## src/rtl/sr_latch_driver.sv

```systemverilog
// -----------------------------------------------------------------------------
// sr_latch_driver
//
// Initiator for a gated SR latch. Turns set / reset / readback commands into
// E and S/R pulses of fixed width, lets the latch settle, then reads q/qb back
// and reports OK, TIMEOUT or ILLEGAL on a one-cycle done strobe. The forbidden
// S=R=1 code is never driven: sr is only ever loaded with 01 or 10.
//
// Parameters
//   PULSE_CYC   : cycles E and S/R stay asserted per write (1..255)
//   SETTLE_CYC  : idle cycles between pulse and readback (1..255)
//   TIMEOUT_CYC : readback samples taken before TIMEOUT is declared (1..255)
//
// Ports
//   clk        in   rising-edge system clock (latch clock domain)
//   rst_n      in   asynchronous active-low reset
//   cmd_valid  in   command present
//   cmd_ready  out  driver idle and able to accept a command
//   cmd[1:0]   in   00 readback, 01 reset (R), 10 set (S), 11 illegal
//   E          out  latch enable (registered)
//   sr[1:0]    out  sr[1] = S, sr[0] = R (registered, never 11)
//   q, qb      in   latch true / complementary outputs
//   done       out  one-cycle response strobe (registered)
//   status[1:0]out  00 OK, 01 TIMEOUT, 10 ILLEGAL; held until next done
//   q_cap      out  q sampled when the response was produced
//   dbg_state  out  current FSM state, for checkers
//
// Handshake: a command transfers on a rising clk edge where
// cmd_valid && cmd_ready. cmd_ready depends only on state and rst_n, never on
// cmd_valid. The command is registered at that edge; cmd may change afterwards
// without effect, and cmd_valid while busy is ignored (no queuing).
// -----------------------------------------------------------------------------
module sr_latch_driver #(
   parameter int PULSE_CYC   = 2,
   parameter int SETTLE_CYC  = 1,
   parameter int TIMEOUT_CYC = 8
) (
   input  logic       clk,
   input  logic       rst_n,
   input  logic       cmd_valid,
   output logic       cmd_ready,
   input  logic [1:0] cmd,
   output logic       E,
   output logic [1:0] sr,
   input  logic       q,
   input  logic       qb,
   output logic       done,
   output logic [1:0] status,
   output logic       q_cap,
   output logic [2:0] dbg_state
);

   typedef enum logic [2:0] {
      S_IDLE   = 3'd0,
      S_PULSE  = 3'd1,
      S_SETTLE = 3'd2,
      S_CHECK  = 3'd3,
      S_RESP   = 3'd4
   } state_t;

   localparam logic [1:0] CMD_READ  = 2'b00;
   localparam logic [1:0] CMD_RESET = 2'b01;
   localparam logic [1:0] CMD_SET   = 2'b10;
   localparam logic [1:0] CMD_ILL   = 2'b11;

   localparam logic [1:0] ST_OK      = 2'b00;
   localparam logic [1:0] ST_TIMEOUT = 2'b01;
   localparam logic [1:0] ST_ILLEGAL = 2'b10;

   // Last count value of each timed phase (counters start at 0).
   localparam logic [7:0] PULSE_LAST  = 8'(PULSE_CYC - 1);
   localparam logic [7:0] SETTLE_LAST = 8'(SETTLE_CYC - 1);
   localparam logic [7:0] TIMEOUT_LIM = 8'(TIMEOUT_CYC);

   state_t     state;
   logic [1:0] cmd_r;
   logic [7:0] cnt;
   logic [7:0] cnt_inc;
   logic       match;

   assign cmd_ready = (state == S_IDLE) && rst_n;
   assign dbg_state = state;

   // Saturating increment: the counter never wraps back to zero.
   assign cnt_inc = (cnt == 8'hFF) ? cnt : cnt + 8'd1;

   // Readback expectation for the registered command. q == qb (00 or 11)
   // is never a match for any command.
   always_comb begin
      match = 1'b0;
      case (cmd_r)
         CMD_SET:   match = q & ~qb;
         CMD_RESET: match = ~q & qb;
         default:   match = q ^ qb;
      endcase
   end

   always_ff @(posedge clk or negedge rst_n) begin
      if (!rst_n) begin
         state  <= S_IDLE;
         cmd_r  <= CMD_READ;
         cnt    <= 8'd0;
         E      <= 1'b0;
         sr     <= 2'b00;
         done   <= 1'b0;
         status <= ST_OK;
         q_cap  <= 1'b0;
      end else begin
         done <= 1'b0;
         case (state)
            S_IDLE: begin
               // rst_n is high in this branch, so cmd_ready == (state == IDLE).
               if (cmd_valid) begin
                  cmd_r <= cmd;
                  cnt   <= 8'd0;
                  if (cmd == CMD_SET || cmd == CMD_RESET) begin
                     E     <= 1'b1;
                     sr    <= cmd;
                     state <= S_PULSE;
                  end else begin
                     // Readback and illegal both take one CHECK edge, which
                     // gives them the same one-edge accept-to-done latency.
                     state <= S_CHECK;
                  end
               end
            end

            S_PULSE: begin
               if (cnt >= PULSE_LAST) begin
                  E     <= 1'b0;
                  sr    <= 2'b00;
                  cnt   <= 8'd0;
                  state <= S_SETTLE;
               end else begin
                  cnt <= cnt_inc;
               end
            end

            S_SETTLE: begin
               // q/qb are deliberately not looked at here; glitches while the
               // latch is switching are ignored.
               if (cnt >= SETTLE_LAST) begin
                  cnt   <= 8'd0;
                  state <= S_CHECK;
               end else begin
                  cnt <= cnt_inc;
               end
            end

            S_CHECK: begin
               if (cmd_r == CMD_ILL) begin
                  done   <= 1'b1;
                  status <= ST_ILLEGAL;
                  q_cap  <= q;
                  state  <= S_RESP;
               end else if (match) begin
                  done   <= 1'b1;
                  status <= ST_OK;
                  q_cap  <= q;
                  state  <= S_RESP;
               end else if (cnt_inc >= TIMEOUT_LIM) begin
                  // This edge is sample number TIMEOUT_CYC without a match.
                  done   <= 1'b1;
                  status <= ST_TIMEOUT;
                  q_cap  <= q;
                  cnt    <= cnt_inc;
                  state  <= S_RESP;
               end else begin
                  cnt <= cnt_inc;
               end
            end

            S_RESP: begin
               // done was raised on entry; it drops here and the driver
               // becomes ready again on the following cycle.
               cnt   <= 8'd0;
               state <= S_IDLE;
            end

            default: begin
               E     <= 1'b0;
               sr    <= 2'b00;
               cnt   <= 8'd0;
               state <= S_IDLE;
            end
         endcase
      end
   end

endmodule

```

## config.mk

```make
export PLATFORM = sky130hd
export DESIGN_NAME = sr_latch_driver
export DESIGN_NICKNAME = d
export VERILOG_FILES = /design/src/rtl/sr_latch_driver.sv
export SDC_FILE = /design/constraint.sdc
export NUM_CORES = 1
export LEC_CHECK = 0
export ABC_AREA = 1
export CELL_PAD_IN_SITES_DETAIL_PLACEMENT = 1
export CELL_PAD_IN_SITES_GLOBAL_PLACEMENT = 1
export CORE_UTILIZATION = 31
export CTS_CLUSTER_SIZE = 24
export DETAILED_ROUTE_END_ITERATION = 8
export PLACE_DENSITY = 0.66
export SYNTH_ARGS = -nofsm -noshare
export SYNTH_HDL_FRONTEND = slang
export SYNTH_SLANG_ARGS = --single-unit
```

## constraint.sdc

```tcl
create_clock -name clk -period 3.85 [get_ports clk]
set_input_delay 0.77 -clock clk [delete_from_list [all_inputs] [get_ports clk]]
set_output_delay 0.77 -clock clk [all_outputs]
set_load 0.02 [all_outputs]
```

# After elaboration in Yosys (flattened, before gate mapping)
# Index checks and enable logic that the tools add are counted.
[totals] register_bits=20 out_inout_bits=11
[op_classes] add_sub_neg=1 magnitude_cmp=3 n_eq_ne=17 muxes=34 n_bitwise=6 n_reduce_logical=10
[op_table] operator="8-bit 2-to-1 mux" count=6
[op_table] operator="8-bit one-hot mux with 4 select lines" count=1
[op_table] operator="3-bit 2-to-1 mux" count=6
[op_table] operator="8-bit by 1-bit greater-or-equal comparator with 1-bit output, second input constant" count=2
[op_table] operator="2-bit 2-to-1 mux" count=7
[op_table] operator="3-bit one-hot mux with 4 select lines" count=1
[op_table] operator="1-bit 2-to-1 mux" count=10
[op_table] operator="2-bit != test, second input constant" count=5
[op_table] operator="8-bit by 1-bit adder with 8-bit output, second input constant" count=1
[op_table] operator="8-bit equality test, second input constant" count=1
[op_table] operator="8-bit by 4-bit greater-or-equal comparator with 1-bit output, second input constant" count=1
[op_table] operator="4-bit AND reduction" count=2
[op_table] operator="2-bit equality test, second input constant" count=3
[op_table] operator="3-bit by 2-bit equality test with 1-bit output, second input constant" count=2
[op_table] operator="2-bit one-hot mux with 3 select lines" count=1
[op_table] operator="2-bit by 1-bit equality test with 1-bit output, second input constant" count=2
[op_table] operator="4-bit != test, second input constant" count=1
[op_table] operator="2-bit AND reduction" count=2
[op_table] operator="3-bit by 1-bit equality test with 1-bit output, second input constant" count=1
[op_table] operator="3-bit equality test, second input constant" count=1
[op_table] operator="3-bit logical NOT" count=1
[op_table] operator="1-bit inverter" count=3
[op_table] operator="1-bit one-hot mux with 3 select lines" count=1
[op_table] operator="3-bit AND reduction" count=1
[op_table] operator="8 further kinds" count=9

# Longest topological paths before layout
# Gate-level depths: netlist of the first run.
[logic_depth] depth_word=7 ltp_mapped=12 depth_no_buf=12

# Worst setup path before layout of the first run
# Ideal clock, no wire load.
[synth_path] path_type="in2reg" start="input port q" end="register cnt[1]" setup_ns=0.117 arrival_ns=1.813 t_required_ns=3.733 path_slack_ns=1.920 stages=10 path_buffers=0 path_cell_list="inv_1 > ha_1 > o21bai_1 > a21oi_4 > nor2_1 > nor2_4 > nand2_1 > nand2_1 > o21ai_1 > nor2_1"
[synth_via] elab_chain_len=5 elab_cells_between_ends=7 cone_classes="eq/ne: 1; mux: 1; bitwise: 4; reduce/logical: 1"
[synth_lines] element="start, declared" line_no="45" rtl="input logic q,"
[synth_lines] element="1-bit inverter" line_no="93" rtl="CMD_RESET: match = ~q & qb;"
[synth_lines] element="1-bit AND" line_no="93"
[synth_lines] element="1-bit one-hot mux with 2 select lines (*)" line_no="91" rtl="case (cmd_r)"
[synth_lines] element="2-bit != test (no source line) (*)"
[synth_lines] element="3-bit AND reduction (no source line) (*)"
[synth_lines] element="end signal, assigned" line_no="135" rtl="cnt <= cnt_inc;"
[synth_lines] element="end signal, assigned" line_no="146" rtl="cnt <= cnt_inc;"
[synth_lines] element="end signal, assigned" line_no="166" rtl="cnt <= cnt_inc;"
[synth_lines] element="end, declared" line_no="77" rtl="logic [7:0] cnt;"
# Mark *: on every way between the ends. The rest lies on a longest branch, timed or not.
# A chain may end at the register's enable or synchronous reset.

# Worst setup path in the final report of the first run
[layout_path] start="input port rst_n" end="output port cmd_ready"
[layout_via] elab_chain_len=1
[layout_lines] element="start, declared" line_no="39" rtl="input logic rst_n,"
[layout_lines] element="1-bit logical AND" line_no="81" rtl="assign cmd_ready = (state == S_IDLE) && rst_n;"
[layout_lines] element="end, declared" line_no="41" rtl="output logic cmd_ready,"
# Every way passes these cells.

==> run_results.csv, run 1 <==
group,metric,value,unit
run_status,status,"complete, no violations",
logic_synthesis,synth_edf_count,0,
grt,grt.total_usage,0.154,
pwr,intPower,604,uW
pwr,powerDensity,689,nW/um^2
grt,grt_max_degree,21,
worst_setup_path,timing.reg2reg.setup_slack,1.95,ns
drt,drt-total-wl,3.16,mm
die,core,4060,um^2
grt,grt_use_met1,0.178,
clock_network,worstSkewPairLatency,0.27,ns
finish,syn2layout_area_growth,22.3,%
clock_network,cts_root_buf,"clkbuf_8",
worst_setup_path,arrival,2.00,ns
clock_network,cts.sinks,20,
pwr,comb_power_share,0.554,
finish,multi_input_area,713,um^2
logic_synthesis,synth_cell_type_count,28,
pwr,p_leak,0.849,nW
finish,final_area,1620,um^2
die,ios,18,
clock_network,htree_levels,1,
clock_network,clk_pin_slew,0.08,ns
grt,grt_pass1_vias,1115,
logic_synthesis,ys_warn_count,0,
logic_synthesis,syn_area,1320,um^2
timing,finalClockSkew,0.00911,ns
grt,grt-busiest-layer,"met2",
placed_design,placed_cell_area,1560,um^2
pwr,p_clk_frac,0.149,
grt,grt_overflow_total,0,
finish,drive_above_1_share,0.165,
worst_setup_path,startpoint_type,"primary input",
placed_design,port_buffers,17,
worst_setup_path,r2r_cells,10,
worst_setup_path,critPathRequiredTime,3.08,ns
timing,max-slew-margin-rel,0.811,
worst_setup_path,reg2reg_from,"cmd_r[0]",
worst_setup_path,path_max_fanout,2,
finish,n_fill_cell,503,
finish,regArea,500,um^2
clock_network,cts_resized,0,
worst_setup_path,timing_worst_setup_path_type,"in2out",
hold_path,hp-class,"reg2reg",
die,die_w,67.3,um
hold_path,whs_endpoint,"status[1]",
die,rows,23,
die,die_area,4530,um^2
hold_path,hp-start,"status[1]",
timing,slew_viol_final,0,
grt,antenna_found_initial,0,
timing,fin_crit,2.77,ns
finish,nNetsFinal,204,
pwr,power.switching,510,uW
drt,vias,1135,
hold_path,holdPathStages,2,
die,start_util,0.326,
clock_network,cts_buffers,3,
grt,use_met3,0.0389,
grt,grt_pass1_wl,5.13,mm
drt,drt_pre_antenna_iters,4,
drt,drc,0,
logic_synthesis,async_reset_ff_frac,1.00,
grt,grt_util_met2,0.278,
timing,worstMarginPinSlew,0.283,ns
logic_synthesis,syn_area_per_cell,7.97,um^2
logic_synthesis,ys_ff_latch,20,
timing,tns,0,ns
timing,rsz0062_at_grt,"false",
clock_network,cts_tree,"yes",
drt,viasPerCell,4.77,
placed_design,place_congestion,0.819,
pwr,p_sw_frac,0.458,
timing,fmax,361,MHz
pwr,power_frac_seq,0.297,
job,max_cap_viol_count,0,
logic_synthesis,ys_seq_area_frac,0.378,
timing,final_hold_viol_count,0,
clock_network,clockBufferDepth,2,
worst_setup_path,crit_path_end_kind,"output pin",
clock_network,post_cts_buffers,0,
timing,fin_crit_sh,0.720,
drt,ant_nets,0,
placed_design,hpwl,2.52,mm
drt,first_iter_violations,34,
clock_network,ctsHoldBuffers,0,
die,dieHeight,67.3,um
timing,setup_viol,0,
drt,wl_per_cell,13.3,um
logic_synthesis,syn_nets,181,
logic_synthesis,syn_inst,166,
finish,antenna_cells,0,
logic_synthesis,synth_flop_cell,"dfrtp_1",
worst_setup_path,reg2reg_to,"cnt[1]",
pwr,ir_drop,0.000276,V
## routing by layer
layer / share of wire / vias up
met5: 0 / -
met4: 0.0095 / 0
met3: 0.031 / 5
met2: 0.52 / 12
met1: 0.44 / 545
li1: - / 573
## layout make-up
| type | count | area share |
|---|---|---|
| multi-input combinational | 117 | 0.441 |
| tap | 50 | 0.0387 |
| clock buffer | 4 | 0.0340 |
| sequential | 20 | 0.309 |
| timing repair buffer | 18 | 0.110 |
| inverter | 29 | 0.0673 |
## power groups by stage
stage | Clock (mW) | Combinational, mW | Sequential, mW
CTS | 0.172 | 0.633 | 0.331
global placement | 0 | 0.606 | 0.330
finish | 0.166 | 0.617 | 0.331
floorplan | 0 | 0.383 | 0.373
detailed placement | 0 | 0.630 | 0.335
global route | 0.178 | 0.700 | 0.338
## placed cells by master, fill, tap and decap left out
cell type / netlist / routed
a21oi_1: 3 / 3
a21oi_4: 1 / 1
buf_4: 0 / 1
clkbuf_8: 0 / 4
clkdlybuf4s50_1: 0 / 17
dfrtp_1: 20 / 20
ha_1: 8 / 8
inv_1: 25 / 25
inv_2: 4 / 4
nand2_1: 42 / 42
nand2_2: 6 / 6
nand2_4: 2 / 2
nand3_1: 13 / 13
nand3_2: 2 / 2
nand3_4: 2 / 2
nand3b_1: 1 / 1
nand4_1: 2 / 2
nor2_1: 6 / 6
nor2_2: 5 / 5
nor2_4: 2 / 2
nor2_8: 1 / 1
nor3_1: 1 / 1
nor3_2: 1 / 1
nor3b_1: 1 / 1
nor4_1: 1 / 1
o211ai_1: 1 / 1
o21ai_0: 8 / 8
o21ai_1: 2 / 2
o21bai_1: 1 / 1
o22ai_1: 3 / 3
o31ai_1: 2 / 2
## critical path, stage by stage
cell and delay [ns]:
clkdlybuf4s50_1 0.47, inv_1 0.05, nor2_1 0.10, clkdlybuf4s50_1 0.61
## synthesized netlist by cell type (3+ instances only)
master | instances | area [um^2]
inv_2 | 4 | 15.0
inv_1 | 25 | 93.8
nor2_2 | 5 | 31.3
nand2_2 | 6 | 37.5
nor2_1 | 6 | 22.5
nand3_1 | 13 | 65.1
nand2_1 | 42 | 158
a21oi_1 | 3 | 15.0
ha_1 | 8 | 100
o21ai_0 | 8 | 40.0
o22ai_1 | 3 | 18.8
dfrtp_1 | 20 | 500
## worst max-delay path by stage
| stage | startpoint | endpoint | slack [ns] | cells past startpoint |
|---|---|---|---|---|
| after floorplan | q | cnt[1] | 1.92 | 10 |
| after CTS | rst_n | cmd_ready | 1.06 | 4 |
| after global placement | rst_n | cmd_ready | 1.07 | 4 |
| after detailed placement | rst_n | cmd_ready | 1.07 | 4 |
| after global routing | rst_n | cmd_ready | 1.04 | 4 |
| final | rst_n | cmd_ready | 1.08 | 4 |
## sequential cells by signal, indices dropped and copies added, names as in the netlist
register and cells:
cnt 8, done 1, E 1, cmd_r 2, dbg_state 3, q_cap 1
sr 2, status 2
## cell families after synthesis
family,share of synthesized area
and+or+nand+nor,0.365
buffers and inverters,0.0823
AOI/OAI and AO/OA,0.0984
DFF,0.378
adders and majority gates,0.0757
## stage by stage
| step | utilization | hold WS (ns) | total power [mW] | setup slack [ns] | instances |
|---|---|---|---|---|---|
| 2_1_floorplan | - | 0.474 | 0.756 | 1.92 | 166 |
| 3_3_place_gp | 0.385 | 0.455 | 0.937 | 1.07 | 234 |
| 3_5_place_dp | 0.385 | 0.460 | 0.964 | 1.07 | 234 |
| 4_1_cts | 0.399 | 0.481 | 1.14 | 1.06 | 238 |
| 5_1_grt | 0.399 | 0.497 | 1.22 | 1.04 | 238 |
| 6_report | 0.399 | 0.482 | 1.11 | 1.08 | 238 |
(Power assumes the default switching activity.)
==> run 2, diff against run 1 <==
--- a/config.mk
+++ b/config.mk
@@ -11,7 +11,7 @@
 export CORE_UTILIZATION = 31
 export CTS_CLUSTER_SIZE = 24
 export DETAILED_ROUTE_END_ITERATION = 8
-export PLACE_DENSITY = 0.66
+export PLACE_DENSITY = 0.68
 export SYNTH_ARGS = -nofsm -noshare
 export SYNTH_HDL_FRONTEND = slang
 export SYNTH_SLANG_ARGS = --single-unit
==> constraint.sdc (replaced) <==
create_clock -name clk -period 2.37 [get_ports clk]
set_input_delay 0.474 -clock clk [delete_from_list [all_inputs] [get_ports clk]]
set_output_delay 0.474 -clock clk [all_outputs]
set_load 0.02 [all_outputs]
==> run_results.csv, run 2 (synthesized netlist as in run 1, its figures left out) <==
group,metric,value,unit
timing,slew_viol_final,0,
clock_network,cts.sinks,20,
pwr,powerDensity,1140,nW/um^2
grt,grt_pass1_wl,5.49,mm
timing,rsz0062_at_grt,"false",
drt,routed.top_layer,"met4",
timing,max-slew-margin-rel,0.795,
grt,grt_pass1_vias,1189,
clock_network,ctsHoldBuffers,0,
run_status,status,"complete, no violations",
job,max_cap_viol_count,0,
finish,n_fill_cell,496,
placed_design,hpwl,2.64,mm
grt,grt_max_degree,21,
drt,drt_pre_antenna_iters,3,
hold_path,hp-class,"reg2reg",
timing,setup_viol,0,
die,die_area,4530,um^2
timing,worstMarginPinSlew,0.305,ns
drt,drc,0,
timing,tns,0,ns
finish,layout_common_cells,"42 x nand2_1, 25 x inv_1, 20 x dfrtp_1",
grt,antenna_found_initial,0,
placed_design,place_congestion,0.808,
finish,largest_reg_flops,8,
worst_setup_path,timing_worst_setup_path_type,"in2reg",
finish,syn2layout_area_growth,23.7,%
die,core,4060,um^2
clock_network,worstSkewPairLatency,0.26,ns
timing,finalClockSkew,0.00808,ns
die,dieHeight,67.3,um
drt,ant_nets,0,
clock_network,htree_levels,1,
worst_setup_path,startpoint_type,"primary input",
clock_network,cts_buffers,3,
die,die_w,67.3,um
finish,top_register,"cnt",
placed_design,port_buffers,17,
timing,fin_crit_sh,0.882,
finish,final_common_cell,"nand2_1",
timing,whs,0.484,ns
clock_network,cts_resized,0,
die,start_util,0.326,
grt,grt_overflow_total,0,
drt,vias,1123,
die,ios,18,
finish,drive_above_1_share,0.165,
drt,wl_met2,1.64,mm
drt,drt-met1-wl,1.48,mm
drt,viasPerCell,4.72,
clock_network,post_cts_buffers,0,
finish,nNetsFinal,204,
drt,wl_per_cell,13.5,um
clock_network,clockBufferDepth,2,
timing,fmax,479,MHz
worst_setup_path,path_max_fanout,9,
timing,final_hold_viol_count,0,
clock_network,cts_root_buf,"clkbuf_8",
timing,fin_crit,2.09,ns
clock_network,cts_tree,"yes",
pwr,p_leak,0.873,nW
placed_design,place_ws,0.00712,ns
worst_setup_path,crit_path_end_kind,"flip-flop",
drt,drt-total-wl,3.22,mm
worst_setup_path,critPathRequiredTime,2.52,ns
clock_network,clk_pin_slew,0.08,ns
drt,first_iter_violations,78,
timing,finalWorstSetupSlack,0.280,ns
finish,antenna_cells,0,
drt,dr_wl_met3,72,um
pwr,ir_drop,0.000598,V
worst_setup_path,arrival,2.24,ns
die,rows,23,
grt,grt.total_usage,0.162,
==> run 2: cell count changes in the layout (fill, tap and decap cells not counted) <==
cell	delta
clkdlybuf4s50_1	-1
clkbuf_8	-1
bufinv_16	+1
dlymetal6s2s_1	+1
==> run 2: through the flow <==
| step | power (mW) | cell area [um^2] | utilization | instances |
|---|---|---|---|---|
| final | 1.87 | 1640 | 0.403 | 238 |
| after global placement | 1.51 | 1560 | 0.385 | 234 |
| after floorplan | 1.23 | 1320 | - | 166 |
| after global routing | 2.04 | 1640 | 0.403 | 238 |
| after CTS | 1.91 | 1630 | 0.403 | 238 |
| after detailed placement | 1.55 | 1560 | 0.385 | 234 |
==> run 2: power by group <==
group	switching [mW]	total [mW]	leakage, nW	internal [mW]
logic	0.605	0.994	0.573	0.390
clock network	0.115	0.341	0.0357	0.225
registers	0.0947	0.537	0.264	0.443
==> run 2: path summary, 6_finish.rpt <==
check / from / end / slack, ns / cells past startpoint
worst max register to register: cmd_r[0] / cnt[1] / 0.51 / 10
min in group asynchronous: rst_n / dbg_state[1] / 0.59 / 2
worst min-delay path: status[0] / status[0] / 0.48 / 2
worst min register to register: status[0] / status[0] / 0.48 / 2
max in group asynchronous: rst_n / cnt[2] / 1.56 / 2
worst max-delay path: q / cnt[1] / 0.28 / 11
==> run 2: critical path: stages <==
cell	delay (ns)
clkdlybuf4s50_1	0.52
inv_1	0.06
ha_1	0.29
o21bai_1	0.23
a21oi_4	0.06
nor2_1	0.17
nor2_4	0.09
nand2_1	0.12
nand2_1	0.07
o21ai_1	0.08
nor2_1	0.05
==> run 2: layout make-up <==
cell class                      count  area, um^2  area share
Multi-Input combinational cell    117         713       0.436
Sequential cell                    20         500       0.306
Clock inverter                      1        30.0      0.0183
Tap cell                           50        62.6      0.0382
Clock buffer                        3        41.3      0.0252
Timing Repair Buffer               18         180       0.110
Inverter                           29         109      0.0665
==> run 2: per-layer routing <==
metal	track usage	vias up
met4	0.0426	0
met2	0.273	13
met5	0	-
li1	-	579
met3	0.0355	4
met1	0.209	527
